**config.mk**
```make
export PLATFORM = sky130hd
export DESIGN_NAME = seven_seg_scan_controller
export DESIGN_NICKNAME = d
export VERILOG_FILES = /design/src/rtl/seven_seg_scan_controller.sv
export SDC_FILE = /design/constraint.sdc
export NUM_CORES = 1
export LEC_CHECK = 0
export ABC_CLOCK_PERIOD_IN_PS = 3970
export CORE_ASPECT_RATIO = 1.2
export CORE_MARGIN = 2
export CORE_UTILIZATION = 32
export DETAILED_ROUTE_END_ITERATION = 10
export DONT_BUFFER_PORTS = 1
export SYNTH_ARGS = -nofsm -noshare
export SYNTH_HDL_FRONTEND = slang
export SYNTH_SLANG_ARGS = --single-unit
```
**constraint.sdc**
```tcl
create_clock -name clk -period 3.97 [get_ports clk]
set_input_delay 0.397 -clock clk [delete_from_list [all_inputs] [get_ports clk]]
set_output_delay 0.397 -clock clk [all_outputs]
set_load 0.05 [all_outputs]
```
**src/rtl/seven_seg_scan_controller.sv**
```systemverilog
// -----------------------------------------------------------------------------
// seven_seg_scan_controller
//
// Time-multiplexes NUM_DIGITS hex digits onto one shared 7-segment bus plus
// per-digit anode enables. Each digit owns a slot of PRESCALE clocks: the first
// BLANK_CYCLES clocks keep every anode off (anti-ghosting), the rest light the
// digit. The displayed value only changes at a frame boundary, so a frame never
// shows a mix of old and new digits. Every output is registered.
//
// Optional feature (compile-time macro LEADING_ZERO_BLANK_EN):
//   When defined, a digit is kept dark in its DRIVE window if it and every
//   higher nibble of the displayed value are zero. Digit 0 is always lit.
//   Slot timing does not change.
//
// Ports:
//   clk         in   system clock, rising edge
//   rst         in   asynchronous, active-high reset
//   enable      in   1 = scan, 0 = display dark and scanner idle
//   load        in   1-cycle strobe, captures digits_in into the staging reg
//   digits_in   in   [4*NUM_DIGITS-1:0], nibble i = digit i (digit 0 rightmost)
//   an          out  [NUM_DIGITS-1:0] anode enables, one-hot when lit
//   seg         out  [6:0] segments, bit order {g,f,e,d,c,b,a}
//   frame_done  out  1-cycle pulse during the last cycle of a frame
// -----------------------------------------------------------------------------
module seven_seg_scan_controller #(
  parameter int NUM_DIGITS   = 4,
  parameter int PRESCALE     = 50000,
  parameter int BLANK_CYCLES = 16,
  parameter int ACTIVE_LOW   = 1
) (
  input  logic                    clk,
  input  logic                    rst,
  input  logic                    enable,
  input  logic                    load,
  input  logic [4*NUM_DIGITS-1:0] digits_in,
  output logic [NUM_DIGITS-1:0]   an,
  output logic [6:0]              seg,
  output logic                    frame_done
);

  localparam int IDX_W = $clog2(NUM_DIGITS);
  localparam int CNT_W = $clog2(PRESCALE);
  localparam int VAL_W = 4 * NUM_DIGITS;

  localparam logic [IDX_W-1:0] LAST_IDX  = IDX_W'(NUM_DIGITS - 1);
  localparam logic [CNT_W-1:0] BLANK_END = CNT_W'(BLANK_CYCLES - 1);
  localparam logic [CNT_W-1:0] SLOT_END  = CNT_W'(PRESCALE - 1);

  localparam logic [NUM_DIGITS-1:0] AN_OFF  = (ACTIVE_LOW != 0) ? '1 : '0;
  localparam logic [6:0]            SEG_OFF = (ACTIVE_LOW != 0) ? 7'h7F : 7'h00;

  typedef enum logic [1:0] {
    IDLE  = 2'd0,
    BLANK = 2'd1,
    DRIVE = 2'd2
  } state_t;

  // Active-high gfedcba pattern for one hex nibble.
  function automatic logic [6:0] hex7(input logic [3:0] n);
    case (n)
      4'h0: hex7 = 7'h3F;
      4'h1: hex7 = 7'h06;
      4'h2: hex7 = 7'h5B;
      4'h3: hex7 = 7'h4F;
      4'h4: hex7 = 7'h66;
      4'h5: hex7 = 7'h6D;
      4'h6: hex7 = 7'h7D;
      4'h7: hex7 = 7'h07;
      4'h8: hex7 = 7'h7F;
      4'h9: hex7 = 7'h6F;
      4'hA: hex7 = 7'h77;
      4'hB: hex7 = 7'h7C;
      4'hC: hex7 = 7'h39;
      4'hD: hex7 = 7'h5E;
      4'hE: hex7 = 7'h79;
      default: hex7 = 7'h71;
    endcase
  endfunction

  // Sequencer state
  state_t           state_q,  state_d;
  logic [IDX_W-1:0] idx_q,    idx_d;
  logic [CNT_W-1:0] cnt_q,    cnt_d;
  logic             wrap;

  // Value path
  logic [VAL_W-1:0] staging_q, staging_d;
  logic [VAL_W-1:0] display_q, display_d;
  logic             pending_q, pending_d;

  // Registered outputs
  logic [NUM_DIGITS-1:0] an_q,  an_d;
  logic [6:0]            seg_q, seg_d;
  logic                  frame_done_q, frame_done_d;

  logic [3:0]            cur_nib;
  logic [NUM_DIGITS-1:0] onehot;
  logic                  dark;

  // ---------------------------------------------------------------------------
  // Next-state logic for the scanner.
  // NOTE: every signal written here gets a default first, so no path can leave
  // it unassigned and infer a latch.
  // ---------------------------------------------------------------------------
  always_comb begin
    state_d = state_q;
    idx_d   = idx_q;
    cnt_d   = cnt_q;
    wrap    = 1'b0;

    if (!enable) begin
      state_d = IDLE;
      idx_d   = '0;
      cnt_d   = '0;
    end else begin
      case (state_q)
        IDLE: begin
          state_d = BLANK;
          idx_d   = '0;
          cnt_d   = '0;
        end
        BLANK: begin
          // slot counter runs across the whole slot, blank gap included
          cnt_d = cnt_q + CNT_W'(1);
          if (cnt_q == BLANK_END) begin
            state_d = DRIVE;
          end
        end
        DRIVE: begin
          if (cnt_q == SLOT_END) begin
            state_d = BLANK;
            cnt_d   = '0;
            if (idx_q == LAST_IDX) begin
              idx_d = '0;
              wrap  = 1'b1;
            end else begin
              idx_d = idx_q + IDX_W'(1);
            end
          end else begin
            cnt_d = cnt_q + CNT_W'(1);
          end
        end
        default: begin
          state_d = IDLE;
          idx_d   = '0;
          cnt_d   = '0;
        end
      endcase
    end
  end

  // ---------------------------------------------------------------------------
  // Staging / display update. The pending value is applied at the frame wrap
  // while scanning, or on any cycle spent in IDLE. A load coinciding with the
  // wrap lets the older pending value through and keeps the new one pending.
  // ---------------------------------------------------------------------------
  always_comb begin
    staging_d = load ? digits_in : staging_q;
    display_d = display_q;
    pending_d = pending_q;

    if (pending_q && (wrap || (state_q == IDLE))) begin
      display_d = staging_q;
      pending_d = 1'b0;
    end

    if (load) begin
      pending_d = 1'b1;
    end
  end

  // ---------------------------------------------------------------------------
  // Output decode. Computed from next-state values so the registered an/seg
  // change on the same edge as the state register.
  // ---------------------------------------------------------------------------
  assign cur_nib = display_d[{idx_d, 2'b00} +: 4];
  assign onehot  = NUM_DIGITS'(1) << idx_d;

`ifdef LEADING_ZERO_BLANK_EN
  logic [VAL_W-1:0] upper_d;
  // Nibbles idx and above; digit is dark when they are all zero (never digit 0).
  assign upper_d = display_d >> {idx_d, 2'b00};
  assign dark    = (idx_d != '0) && (upper_d == '0);
`else
  assign dark    = 1'b0;
`endif

  always_comb begin
    an_d  = AN_OFF;
    seg_d = SEG_OFF;
    if ((state_d == DRIVE) && !dark) begin
      an_d  = (ACTIVE_LOW != 0) ? ~onehot : onehot;
      seg_d = (ACTIVE_LOW != 0) ? ~hex7(cur_nib) : hex7(cur_nib);
    end
  end

  // Registered pulse that covers the final DRIVE cycle of the last digit,
  // i.e. the cycle whose closing edge is the frame wrap.
  assign frame_done_d = (state_d == DRIVE) && (idx_d == LAST_IDX) &&
                        (cnt_d == SLOT_END);

  // ---------------------------------------------------------------------------
  // State registers.
  // NOTE: sequential state uses non-blocking assignments so every register
  // samples the pre-edge values, independent of statement order.
  // ---------------------------------------------------------------------------
  always_ff @(posedge clk or posedge rst) begin
    if (rst) begin
      state_q      <= IDLE;
      idx_q        <= '0;
      cnt_q        <= '0;
      staging_q    <= '0;
      display_q    <= '0;
      pending_q    <= 1'b0;
      an_q         <= AN_OFF;
      seg_q        <= SEG_OFF;
      frame_done_q <= 1'b0;
    end else begin
      state_q      <= state_d;
      idx_q        <= idx_d;
      cnt_q        <= cnt_d;
      staging_q    <= staging_d;
      display_q    <= display_d;
      pending_q    <= pending_d;
      an_q         <= an_d;
      seg_q        <= seg_d;
      frame_done_q <= frame_done_d;
    end
  end

  assign an         = an_q;
  assign seg        = seg_q;
  assign frame_done = frame_done_q;

endmodule

```
==> flow_summary.rst <==
.. list-table::
   :header-rows: 1

   * - Metric
     - Value
   * - Portion of the post-synthesis area used by sequential elements
     - 49.0%
   * - Register-to-register path setup slack
     - 0.43 ns
   * - Mapped Avg Cell Area
     - 11.3 sq um
   * - Synth cell count leaders
     - 54 x sky130_fd_sc_hd__dfrtp_1, 28 x sky130_fd_sc_hd__nor2_1, 26 x sky130_fd_sc_hd__mux2_2
   * - Routed wl met2
     - 3.27 mm
   * - Chip Width
     - 97.4 um
   * - Area contributors post-synth
     - sky130_fd_sc_hd__dfrtp_1 40%, sky130_fd_sc_hd__mux2_2 8.7%, sky130_fd_sc_hd__dfstp_2 8.6%
   * - Cell type with the highest occurrence count on the critical path
     - sky130_fd_sc_hd__ha_1
   * - Number of sinks on the clock net
     - 65
   * - Startpoint Class
     - flop
   * - Largest area contributor in the netlist
     - sky130_fd_sc_hd__dfrtp_1
   * - Leakage power figure
     - 0.00158 uW
   * - GRT Residual Overflow
     - 0
   * - Number of synthesis warnings
     - 0
   * - Routability cong.
     - 0.861
   * - Post-Syn Nets
     - 328
   * - Bufs and invs on worst path
     - 1
   * - Endpoint required time on the critical path
     - 4.21 ns
   * - Hold violation count in the final report
     - 0
   * - Root buffer cell
     - sky130_fd_sc_hd__clkbuf_16
   * - Latest clock arrival within the worst-skew pair
     - 0.34 ns
   * - Total cell area at the placement stage
     - 3470 sq um
   * - H-Tree Level Count
     - 3
   * - Critical Path Start
     - cnt_q[0]$_DFF_PP0_
   * - Data arrival at the endpoint of the critical path
     - 3.78 ns
   * - Clock slew seen by the registers of the worst setup and hold paths
     - 0.06 ns
   * - Total Die Area
     - 11300 sq um
   * - CTS Buf Count
     - 9
   * - Total chip power
     - 1820 uW
   * - Fraction of final layout cells sized beyond drive strength 1
     - 24.3%
   * - Peak fanout along the critical path
     - 9
   * - Standard cell core area
     - 10100 sq um
   * - Starting DRT DRC Count
     - 110
   * - Largest vdd supply drop
     - 0.146 mV
   * - Total routed wirelength
     - 6.72 mm
   * - Met1 Wirelength
     - 3.04 mm
   * - Number of antenna violations at the first check in global routing
     - 0
   * - Post-synthesis instance total
     - 296
   * - Worst hold path type
     - in -> async
   * - Final critical-path required period
     - 3.54 ns
   * - Setup repair after global routing missed its margin
     - no
   * - Resize count post-CTS
     - 0
   * - Final standard cell area without fillers
     - 3800 sq um
   * - Buffers inserted by post-CTS timing repair
     - 0
   * - Post-synth cell types
     - 61
   * - Diodes inserted
     - 0
   * - FF+latch area
     - 1640 sq um
   * - Reg-to-Reg Start
     - cnt_q[0]$_DFF_PP0_
   * - Area growth from synthesis to final layout
     - 13.4%
   * - Number of global-route vias before repair
     - 2261
   * - Tot GR Track Use
     - 12.7%
   * - Destination of the worst register-to-register timing path
     - seg[3]$_DFF_PP1_
   * - Count of filler cells inserted in the layout
     - 984
   * - Final setup skew
     - 0.00991 ns
   * - Top cell type's share of synthesized area
     - 40.4%
   * - Max-slew violations
     - 0
   * - Relative max-transition margin
     - 48.5%
   * - Maximum number of pins on one net before global-route repair
     - 38
   * - Post-Layout Cell Count
     - 430
   * - Standard cell with the maximum stage delay on the critical path
     - sky130_fd_sc_hd__o31ai_4
   * - Slew at the pin closest to its max-slew limit
     - 0.771 ns
   * - Vert. Die Dim
     - 116 um
   * - Amount of wire on met3 after detailed routing
     - 316 um
   * - Total Nets Final
     - 331
   * - Top Layer Used
     - met4
   * - Post-synth EDFFs
     - 0
   * - Post-synthesis instance area
     - 3350 sq um
   * - Part of the cycle the worst path needs
     - 89.2%
   * - Worst reg-to-reg path cell count
     - 12
   * - Delay of the slowest cell on the worst path
     - 0.58 ns
   * - Clock tree from TritonCTS
     - done
   * - Vias post-DR
     - 2175
   * - Run status
     - completed
   * - Fraction of registers with async set or reset after synthesis
     - 100%
   * - Number of placed instances with taps included
     - 414
   * - Top-count cell post-synth
     - sky130_fd_sc_hd__dfrtp_1
   * - Number of cell rows
     - 40
   * - WL/cell
     - 15.6 um
   * - Count of nets left with antenna violations after detail routing
     - 0
   * - Cell depth of the worst setup path
     - 12
   * - Category of the most critical setup path
     - reg -> reg
   * - # setup viols final
     - 0
   * - Initial Util
     - 33.1%
   * - Count of hold buffers inserted by post-cts repair
     - 0
   * - Kind of end point of the critical path
     - flop
   * - Critical Path, Cell by Cell
     - ha_1 > and3_1 > nand4_1 > o31ai_4 > mux2_2 > and2_1 > a2111oi_2 > inv_2 > ha_1 > nand2_1 > o211a_1 > o21ai_1
   * - Area of the multi-input gates
     - 1580 sq um
   * - Fmax
     - 283 MHz
   * - Drt drc
     - 0
   * - I/O pins
     - 32
   * - Worst-case clock buffer depth
     - 2
   * - Port Buffers
     - 0
   * - Global-route wire length before repair
     - 11.2 mm
   * - Post-DR vias/cell
     - 5.06
   * - Count of maximum capacitance violations
     - 0
   * - Dominant delay contributor by cell family on the critical path
     - compound AO/OA/AOI/OAI gates
   * - Summed negative setup slack over all endpoints
     - 0 ns
   * - Power density cells
     - 480 nW/um^2
   * - Dpl hpwl
     - 4.80 mm
   * - End point of the critical path
     - seg[3]$_DFF_PP1_
   * - Number of register bits inferred by synthesis
     - 65
   * - Most common flop cell mapped by yosys
     - sky130_fd_sc_hd__dfrtp_1
   * - First-pass iteration count of the detailed router
     - 4
==> area by class of cell <==
class | instances | area share (%)
flip-flops and latches | 65 | 43.2
clock buffers | 10 | 6.30
well taps | 126 | 4.15
multi-input cells | 201 | 41.5
repair buffers | 3 | 0.593
inverters | 19 | 1.88
clock inverters | 6 | 2.37
==> routing by layer <==
metal  GRT usage (%)  vias up
met5               0        -
met4            5.83        0
li1                -     1055
met1            15.3     1074
met2            21.0       38
met3            4.22        8
==> registers in the layout, summed over array words and instances (netlist names) <==
register and count:
frame_done 1, pending_q 1, state_q 2, idx_q 2, staging_q 16, display_q 16
seg 7, an 4, cnt_q 16
==> per-stage QoR <==
| stage | hold slack [ns] | worst slack, ns | utilization, % |
|---|---|---|---|
| 6_report | 0.0827 | 0.430 | 37.5 |
| 5_1_grt | 0.149 | 0.0946 | 37.5 |
| 4_1_cts | 0.109 | 0.423 | 37.5 |
| 3_5_place_dp | 0.462 | 0.459 | 34.3 |
| 3_3_place_gp | 0.452 | 0.571 | 34.3 |
| 2_1_floorplan | 0.438 | 0.742 | - |
==> layout by cell type (no fill, tap or decap), types with 4 or more instances in the layout <==
cell                        instances
sky130_fd_sc_hd__clkbuf_16          9
sky130_fd_sc_hd__nand3_1           17
sky130_fd_sc_hd__mux2i_1            7
sky130_fd_sc_hd__a21oi_1            5
sky130_fd_sc_hd__nand2_1           14
sky130_fd_sc_hd__o221ai_1           4
sky130_fd_sc_hd__nand2b_1           5
sky130_fd_sc_hd__mux2_2            26
sky130_fd_sc_hd__inv_1             17
sky130_fd_sc_hd__o211ai_1           4
sky130_fd_sc_hd__nor3_1             4
sky130_fd_sc_hd__nor2_1            28
sky130_fd_sc_hd__ha_1              12
sky130_fd_sc_hd__dfstp_2           11
sky130_fd_sc_hd__xnor2_1            9
sky130_fd_sc_hd__dfrtp_1           54
sky130_fd_sc_hd__and2_1             4
sky130_fd_sc_hd__xor2_1             7
==> worst min-delay path by stage <==
stage | startpoint | to | depth (start not counted)
after floorplan | cnt_q[0]$_DFF_PP0_ | cnt_q[0]$_DFF_PP0_ | 1
final | rst | frame_done$_DFF_PP0_ | 1
after CTS | rst | idx_q[0]$_DFF_PP0_ | 1
after global placement | cnt_q[0]$_DFF_PP0_ | cnt_q[0]$_DFF_PP0_ | 1
after global routing | rst | frame_done$_DFF_PP0_ | 1
after detailed placement | cnt_q[0]$_DFF_PP0_ | cnt_q[0]$_DFF_PP0_ | 1
==> kinds of logic after synthesis <==
logic type / after synthesis / share of synthesized area [%]
flops: 65 / 49.0
mux: 37 / 12.5
fa+ha+maj: 12 / 4.49
compound gates: 42 / 10.6
xor+xnor: 16 / 4.19
simple gates: 94 / 15.3
buf+inv: 30 / 3.92
==> where the power goes <==
| part | total, uW | internal, uW | switching [uW] |
|---|---|---|---|
| sequential | 736 | 717 | 19.3 |
| combinational | 228 | 98.5 | 129 |
| clock | 860 | 568 | 292 |
| total | 1820 | 1380 | 441 |
No activity file was read; power rests on OpenSTA's default activity.
